## src/rtl/gate16_arbiter.sv

```systemverilog
// Two-port round-robin front end for a shared NOT/AND/OR/XOR logic unit.
// Ports: clk, reset (sync, active-high); req0_*/req1_* valid/ready command
//        ports (op, a, b); resp_valid/resp_ready/resp_data/resp_id result
//        port; op_count = results consumed since reset (wrapping).
module gate16_arbiter #(
    parameter int WIDTH     = 16,
    parameter int CNT_WIDTH = 16
) (
    input  logic                 clk,
    input  logic                 reset,
    input  logic                 req0_valid,
    output logic                 req0_ready,
    input  logic [1:0]           req0_op,
    input  logic [WIDTH-1:0]     req0_a,
    input  logic [WIDTH-1:0]     req0_b,
    input  logic                 req1_valid,
    output logic                 req1_ready,
    input  logic [1:0]           req1_op,
    input  logic [WIDTH-1:0]     req1_a,
    input  logic [WIDTH-1:0]     req1_b,
    output logic                 resp_valid,
    input  logic                 resp_ready,
    output logic [WIDTH-1:0]     resp_data,
    output logic                 resp_id,
    output logic [CNT_WIDTH-1:0] op_count
);

    typedef enum logic {
        EMPTY = 1'b0,
        FULL  = 1'b1
    } state_t;

    localparam logic [1:0] OP_NOT = 2'd0;
    localparam logic [1:0] OP_AND = 2'd1;
    localparam logic [1:0] OP_OR  = 2'd2;
    localparam logic [1:0] OP_XOR = 2'd3;

    state_t               state_q, state_d;
    logic [WIDTH-1:0]     resp_data_q, resp_data_d;
    logic                 resp_id_q, resp_id_d;
    logic                 last_grant_q, last_grant_d;
    logic [CNT_WIDTH-1:0] op_count_q, op_count_d;

    logic             can_accept;
    logic             grant0;
    logic             grant1;
    logic             accept;
    logic             consume;
    logic [1:0]       sel_op;
    logic [WIDTH-1:0] sel_a;
    logic [WIDTH-1:0] sel_b;
    logic [WIDTH-1:0] gate_out;

    function automatic logic [WIDTH-1:0] gate_op(
        input logic [1:0]       op,
        input logic [WIDTH-1:0] a,
        input logic [WIDTH-1:0] b
    );
        logic [WIDTH-1:0] r;
        unique case (op)
            OP_NOT:  r = ~a;
            OP_AND:  r = a & b;
            OP_OR:   r = a | b;
            OP_XOR:  r = a ^ b;
            default: r = '0;
        endcase
        return r;
    endfunction

    // The result slot can take a new command when it is empty, or when
    // its current occupant leaves this same cycle (no bubble).
    always_comb begin
        can_accept = !reset && ((state_q == EMPTY) || resp_ready);
        consume    = (state_q == FULL) && resp_ready;

        // On contention the requester that did not win last time goes.
        grant0 = can_accept && req0_valid &&
                 (!req1_valid || last_grant_q);
        grant1 = can_accept && req1_valid &&
                 (!req0_valid || !last_grant_q);
        accept = grant0 || grant1;

        sel_op   = grant1 ? req1_op : req0_op;
        sel_a    = grant1 ? req1_a  : req0_a;
        sel_b    = grant1 ? req1_b  : req0_b;
        gate_out = gate_op(sel_op, sel_a, sel_b);
    end

    assign req0_ready = grant0;
    assign req1_ready = grant1;

    always_comb begin
        state_d      = state_q;
        resp_data_d  = resp_data_q;
        resp_id_d    = resp_id_q;
        last_grant_d = last_grant_q;
        op_count_d   = op_count_q;

        if (consume) begin
            op_count_d = op_count_q + CNT_WIDTH'(1);
        end

        if (accept) begin
            state_d      = FULL;
            resp_data_d  = gate_out;
            resp_id_d    = grant1;
            last_grant_d = grant1;
        end else if (consume) begin
            state_d = EMPTY;
        end
    end

    always_ff @(posedge clk) begin
        if (reset) begin
            state_q      <= EMPTY;
            resp_data_q  <= '0;
            resp_id_q    <= 1'b0;
            last_grant_q <= 1'b1;
            op_count_q   <= '0;
        end else begin
            state_q      <= state_d;
            resp_data_q  <= resp_data_d;
            resp_id_q    <= resp_id_d;
            last_grant_q <= last_grant_d;
            op_count_q   <= op_count_d;
        end
    end

    assign resp_valid = (state_q == FULL);
    assign resp_data  = resp_data_q;
    assign resp_id    = resp_id_q;
    assign op_count   = op_count_q;

endmodule
```

## config.mk

```make
export PLATFORM = sky130hd
export DESIGN_NAME = gate16_arbiter
export DESIGN_NICKNAME = d
export VERILOG_FILES = /design/src/rtl/gate16_arbiter.sv
export SDC_FILE = /design/constraint.sdc
export NUM_CORES = 1
export LEC_CHECK = 0
export ABC_AREA = 1
export CAP_MARGIN = 20
export CORE_UTILIZATION = 30
export CTS_CLUSTER_SIZE = 14
export DETAILED_ROUTE_END_ITERATION = 16
export GPL_ROUTABILITY_DRIVEN = 0
export SYNTH_ARGS = -nofsm -noshare
export SYNTH_HDL_FRONTEND = slang
export SYNTH_SLANG_ARGS = --single-unit
```

## constraint.sdc

```tcl
create_clock -name clk -period 5.6 [get_ports clk]
set_input_delay 0.56 -clock clk [delete_from_list [all_inputs] [get_ports clk]]
set_output_delay 0.56 -clock clk [all_outputs]
set_load 0.01 [all_outputs]
```

* Yosys cells after proc, flatten, opt, wreduce, memory -nomap -nowiden
Cells that the tools add are included.
Word-level totals: input port bits 73, flip-flop bits (word level) 35, logic and storage cells 36
Operators by class: equality and inequality tests 3, mux-type cells 6, reductions and logical operators 16, bitwise logic cells 5, $add $sub $neg 1
Operators with widths (number):
- $pmux 16 s4 | 1
- $mux 16 | 2
- $add 16x1->16 const B | 1
- $and 16x16->16 | 1
- $not 16->16 | 1
- $or 16x16->16 | 1
- $xor 16x16->16 | 1
- $logic_and 1x1->1 | 6
- $eq 2x2->1 const B | 2
- $logic_not 1->1 | 4
- $logic_or 1x1->1 | 4
- $eq 2x1->1 const B | 1
- $logic_not 2->1 | 1
- $mux 1 | 2
- $mux 2 | 1
- $reduce_bool 2->1 | 1
- $not 1->1 | 1

* Logic depth before layout (Yosys ltp)
Gate-level depths: netlist of the first run.
depth in word-level cells 8, depth in mapped cells 15

* Worst setup path before layout of the first run
Ideal clock, no wire load.
path type in2reg, start point input port reset, end point register resp_data_q[0], in the netlist resp_data[0], slack 3440 ps, stages 12, path buffers 3, arrival 2027 ps, cells stage by stage buf_6 > a21oi_2 > nand2_2 > buf_2 > buf_2 > o21ai_0 > inv_1 > ha_1 > nand3_1 > nand3_1 > nand2_1 > a21oi_1
Between the ends: cells in the longest elaborated chain, start to end 7, elaborated cells between the ends (all ways) 19, those cells by class eq/ne (3); mux (4); bitwise (4); reduce/logical (8)
RTL lines:
- start: declaration | RTL line 10 | input logic reset,
- $logic_not 1->1 | RTL line 73 | can_accept = !reset && ((state_q == EMPTY) || resp_ready);
- $logic_and 1x1->1 | RTL line 73
- $logic_and 1x1->1 (2 in series) | RTL line 79 | grant1 = can_accept && req1_valid &&
- $mux 2 (tied with other cells) | RTL line 83 | sel_op = grant1 ? req1_op : req0_op;
- $eq 2x2->1 (tied with other cells) | RTL line 60 | unique case (op)
- $pmux 16 s4 | RTL line 60
- end signal: assignment | RTL line 122 | resp_data_q <= resp_data_d;
- end: declaration | RTL line 39 | logic [WIDTH-1:0] resp_data_q, resp_data_d;
Several ways; a longest one is shown, not always the timed one. A chain may end at the register's enable or synchronous reset.

* Final worst setup path of the first run
start point input port reset, end point output port req1_ready
Between the ends: cells in the longest elaborated chain, start to end 4
RTL lines:
- $logic_not 1->1 | RTL line 73
- $logic_and 1x1->1 | RTL line 73
- $logic_and 1x1->1 (2 in series) | RTL line 79
- end: declaration | RTL line 17 | output logic req1_ready,
No other way between the ends.

==> results of run 1 <==
## per-layer routing
layer  track usage [%]  vias up  wire, um
met4              4.29        0       134
met3              3.39        8       523
met2              29.5       96      3940
met1              18.7     1386      3420
met5                 0        -         0
li1                  -     1685         -
## synthesized netlist by cell type, types with 3 or more instances
master and count:
nor3_1 3, buf_2 7, inv_1 80, nor2_1 34, nand3_1 39, inv_2 4, dfxtp_1 35, buf_6 3
nand2_2 9, nand3b_1 5, nand4_1 3, nand2_1 108, o21a_1 10, or2_2 16, ha_1 33, clkbuf_1 6
o21ai_1 12, a21oi_1 17, o21ai_0 34
## cells in the final DEF (no fill, tap or decap), types with 2 or more instances in the layout
cell type,n
dfxtp_1,35
xor2_1,2
nor3_1,3
ha_1,33
o21ai_1,12
inv_2,4
nor2_1,34
nor2_2,2
nand2_1,108
nand2_4,2
nand3b_1,5
a21oi_1,17
or2_2,16
clkbuf_8,6
nand4_1,3
o21a_1,10
o21ai_0,34
nand2_2,9
nor2_4,2
nand3_1,39
inv_1,80
clkdlybuf4s50_1,108
o21bai_1,2
clkinv_2,2
## power by group through the flow
stage | sequential, mW | combinational (mW) | clock, mW
floorplan | 0.283 | 0.144 | 0
global placement | 0.279 | 0.249 | 0
detailed placement | 0.278 | 0.257 | 0
CTS | 0.273 | 0.258 | 0.246
global route | 0.275 | 0.290 | 0.258
finish | 0.273 | 0.254 | 0.241
## worst max-delay path, cell delays in order
cell and delay (ns):
clkdlybuf4s50_1 0.75, inv_4 0.36, nand2_2 0.13, nor2_4 0.49
clkdlybuf4s50_1 0.65
## state kept, by name, summed over array words and instances (netlist names)
signal,flops
op_count,16
resp_data,16
last_grant_q,1
resp_id,1
resp_valid,1
## cell families (layout without fill, tap and decap cells)
kind of cell / Yosys count / in the layout / synth area share, %
AND/OR/NAND/NOR: 226 / 226 / 34.6
buffers and inverters: 103 / 202 / 14.0
AO/OA/AOI/OAI: 78 / 78 / 14.1
flip-flops: 35 / 35 / 23.1
adder cells (fa/ha/maj): 33 / 33 / 13.6
XOR/XNOR: 2 / 2 / 0.577
## metrics by stage
stage | utilization [%] | setup slack (ns)
finish | 44.0 | 2.09
CTS | 44.0 | 2.02
global placement | 42.8 | 2.09
floorplan | - | 3.44
global route | 44.0 | 1.88
detailed placement | 42.8 | 2.03
## final cells by class
type / count / area share [%]
Multi-Input combinational cell: 339 / 44.4
Timing Repair Buffer: 108 / 25.1
Sequential cell: 35 / 16.3
Inverter: 86 / 7.59
Tap cell: 133 / 3.87
Clock buffer: 6 / 1.92
Clock inverter: 2 / 0.814
## final timing paths
kind	to	startpoint	slack (ns)
max	req1_ready	reset	2.09
min	resp_id	resp_id	0.47
max reg2reg	resp_data[0]	resp_valid	3.26
min reg2reg	resp_id	resp_id	0.47
==> run_results.csv, run 1 <==
group,metric,value,unit
worst_setup_path,required,5.04,ns
yosys,yosysSeqAreaShare,23.1,%
global_route,grt_antenna_before_repair,0,
global_route,grt-ovfl-total,0,
clocking,post_cts_buffers,0,
worst_setup_path,cp-end-kind,"output pin",
worst_setup_path,worstSetupPathType,"input pin to output pin",
yosys,syn_avg_cell_area,6.36,um^2
clocking,numCtsBuffers,5,
sta,rsz0062_at_grt,"no",
route,vias,3175,
yosys,synthCells,477,
die,die_area,10500,um^2
clocking,clkLatencyLatePin,0.29,ns
pwr,finalPower,0.768,mW
clocking,clkTransAtPathRegs,0.08,ns
placed_design,place_hpwl,6300,um
worst_setup_path,r2r_cells,9,
yosys,synth_fp_nets,583,
yosys,yosys_warnings,0,
clocking,postCtsHoldBufs,0,
route,drcViolationCount,0,
die,chipWidth,103,um
hold_path,holdPathStages,2,
clocking,clockRootBuffer,"clkbuf_8",
pwr,clkPwrFrac,31.4,%
finish,nets,681,
pwr,p_sw_share,30.5,%
yosys,synth_edf_count,0,
worst_setup_path,crit_path_max_fanout,31,
die,start_util,31.1,%
yosys,async_flop_share,0,%
route,routed_wl,8020,um
route,ant_nets,0,
placed_design,numPlacedInstances,701,
route,dr.first_iter.drc_count,126,
worst_setup_path,cp_data_arrival_time,2.95,ns
sta,finalSetupViolations,0,
die,io_pins,109,
die,rows,36,
clocking,cts_tree,"done",
pwr,peakVddDrop,0.000100,V
finish,nFillCells,1030,
sta,slew_headroom,50.9,%
yosys,yosys.cell_types.count,33,
clocking,cts_resized,0,
pwr,p_leak,2.04,nW
yosys,synth_seq_cells,35,
sta,hold_slack,0.473,ns
sta,finalMaxSlewViolations,0,
route,viasPerCell,4.48,
sta,hold_violations,0,
pwr,p_switching,0.234,mW
global_route,grt_pass1_wl,13400,um
run_status,outcome,"completed",
yosys,synth_top_area_share,23.1,%
run,cap_violations,0,
route,routedWlPerCell,11.3,um
finish,design_area,4300,um^2
pwr,seqPwrFrac,35.5,%
finish,antenna_cells,0,
sta,worst_pin_slew,0.734,ns
sta,skew,0.00599,ns
worst_setup_path,critPathLaunchType,"input pin",
sta,fin_crit_sh,62.7,%
die,die_height,103,um
hold_path,min_path_type,"flip-flop to flip-flop",
yosys,synth_area_leaders,"dfxtp_1 23%, ha_1 14%, nand2_1 13%",
clocking,cts.path.max_buffers,2,
pwr,pwr_density_cell,178,nW/um^2
sta,fin_tns_setup,0,ns
finish,register_area,701,um^2
clocking,htreeDepth,2,
sta,max_freq,0.285,GHz
yosys,synth_top_area_cell,"dfxtp_1",
global_route,grt_pass1_vias,3014,
placed_design,place_area,4180,um^2
placed_design,port_buffers,108,
finish,layout-drive-gt1-share,8.33,%
finish,multi_input_comb_area,1910,um^2
finish,final_cells,709,
yosys,synthesis.area,3040,um^2
route,first_pass_iters,7,
global_route,grt_usage,16.1,%
pwr,power_frac_comb,33.1,%
sta,fin_crit,3.51,ns
global_route,grt_max_degree,42,
pwr,p_int,0.534,mW
yosys,synthFlopType,"dfxtp_1",
finish,syn_to_final_growth,41.7,%
die,coreArea,9770,um^2
clocking,numClockSinks,35,
Power figures use the tool's default switching activity.
==> run 2: changes to the inputs <==
==> constraint.sdc (replaced) <==
create_clock -name clk -period 3.4 [get_ports clk]
set_input_delay 0.34 -clock clk [delete_from_list [all_inputs] [get_ports clk]]
set_output_delay 0.34 -clock clk [all_outputs]
set_load 0.01 [all_outputs]
==> run 2 against run 1 <==
Net effect:
- first-iteration DRC count fell by 31%
- via count fell by 1.3%
- routed wire length fell by 1.3%
- clock skew barely moved
- sequential share of layout area fell by 0.066 points
- combinational power rose by 65%
- sequential cell count did not move
- highest routed layer unchanged
- sequential power rose by 64%
==> run_results.csv, run 2 (synthesis results as in run 1) <==
group,metric,value,unit
finish,layout-drive-gt1-share,8.81,%
route,routedWlPerCell,11.1,um
die,rows,36,
worst_setup_path,r2r_end,"resp_data[0]",
route,ant_nets,0,
die,chipWidth,103,um
sta,rsz0062_at_grt,"no",
pwr,power_frac_comb,33.6,%
clocking,cts_tree,"done",
clocking,clkTransAtPathRegs,0.08,ns
clocking,clockRootBuffer,"clkbuf_8",
pwr,clkPwrFrac,30.5,%
sta,skew,0.00600,ns
placed_design,port_buffers,108,
placed_design,pre_cts_slack,0.433,ns
worst_setup_path,cp-endpoint,"resp_data[0]",
worst_setup_path,r2r-start,"resp_valid",
die,coreArea,9770,um^2
sta,finalSetupViolations,0,
sta,finalMaxSlewViolations,0,
route,first_pass_iters,5,
pwr,p_switching,0.388,mW
clocking,htreeDepth,2,
global_route,grt_pass1_wl,13000,um
pwr,peakVddDrop,0.000148,V
worst_setup_path,worstSetupPathType,"input pin to flip-flop",
placed_design,place_hpwl,6020,um
finish,layout_common_cells,"108 x nand2_1, 108 x clkdlybuf4s50_1, 80 x inv_1",
pwr,finalPower,1.25,mW
global_route,grt_pass1_vias,2919,
run_status,outcome,"completed",
sta,worst_pin_slew,0.672,ns
finish,nets,684,
pwr,p_int,0.862,mW
worst_setup_path,cp_data_arrival_time,2.86,ns
global_route,grt-ovfl-total,0,
clocking,postCtsHoldBufs,0,
die,start_util,31.1,%
pwr,p_sw_share,31.0,%
global_route,grt_usage,15.5,%
finish,nFillCells,1030,
pwr,pwr_density_cell,289,nW/um^2
pwr,p_leak,2.05,nW
worst_setup_path,cp-end-kind,"flip-flop",
sta,fin_crit_sh,78.9,%
route,vias,3134,
sta,fin_tns_setup,0,ns
run,cap_violations,0,
route,viasPerCell,4.40,
hold_path,min_path_type,"flip-flop to flip-flop",
finish,syn_to_final_growth,42.3,%
die,io_pins,109,
clocking,numCtsBuffers,5,
die,die_area,10500,um^2
die,die_height,103,um
global_route,grt_max_degree,40,
worst_setup_path,crit_path_max_fanout,39,
clocking,cts.path.max_buffers,2,
route,drcViolationCount,0,
clocking,post_cts_buffers,0,
sta,max_freq,0.373,GHz
sta,setup_slack,0.716,ns
worst_setup_path,r2r_cells,9,
clocking,numClockSinks,35,
sta,fin_crit,2.68,ns
worst_setup_path,critPathLaunchType,"input pin",
sta,slew_headroom,55.0,%
worst_setup_path,required,3.58,ns
sta,hold_violations,0,
route,dr.first_iter.drc_count,87,
global_route,grt_antenna_before_repair,0,
worst_setup_path,critPathLaunch,"reset",
clocking,cts_resized,0,
finish,antenna_cells,0,
pwr,seqPwrFrac,35.9,%
worst_setup_path,ff2ff_setup_slack,1.07,ns
sta,hold_slack,0.470,ns
clocking,clkLatencyLatePin,0.28,ns
route,routed_wl,7910,um
-- run 2: changes by cell type in the layout (fill, tap and decap cells not counted), sizes merged --
cell,delta
clkinv,+1
clkbuf,-1
buf,+3
-- run 2: cell type report --
class	count	area, um^2	share of cell area [%]
clock inverter	3	43.8	1.01
tap	133	166	3.85
timing repair buffer	111	1100	25.6
clock buffer	5	68.8	1.59
sequential	35	701	16.2
multi-input combinational	339	1910	44.2
inverter	86	327	7.56
-- run 2: worst min path at each step --
stage	from	to	cells past startpoint
global placement	resp_data[11]	resp_data[11]	2
finish	resp_data[11]	resp_data[11]	2
floorplan	last_grant_q	last_grant_q	2
global route	resp_data[11]	resp_data[11]	2
CTS	resp_data[11]	resp_data[11]	2
detailed placement	resp_data[11]	resp_data[11]	2
-- run 2: per-stage QoR --
stage | area (um^2) | cells | utilization, %
CTS | 4320 | 712 | 44.2
global placement | 4210 | 704 | 43.0
global route | 4320 | 712 | 44.2
detailed placement | 4210 | 704 | 43.0
floorplan | 3040 | 477 | -
finish | 4320 | 712 | 44.2
-- run 2: layer usage --
layer / wire length (um) / GRT usage, % / vias to the layer above
li1: - / - / 1694
met1: 3720 / 19.3 / 1357
met2: 3820 / 28.3 / 80
met3: 341 / 2.03 / 3
met4: 25 / 3.30 / 0
met5: 0 / 0 / -
-- run 2: critical path, stage by stage --
cell             delay (ns)
clkdlybuf4s50_1        0.46
buf_4                  0.22
a21oi_2                0.22
nand2_2                0.44
o21ai_0                0.46
inv_1                  0.09
ha_1                   0.28
nand3_1                0.08
nand3_1                0.08
nand2_1                0.10
a21oi_1                0.07
-- run 2: power groups by stage --
stage                     sequential [mW]  combinational, mW  clock (mW)
after CTS                           0.449              0.426       0.393
after global routing                0.452              0.479       0.411
final                               0.448              0.420       0.381
after global placement              0.460              0.416           0
after detailed placement            0.458              0.423           0
after floorplan                     0.466              0.236           0
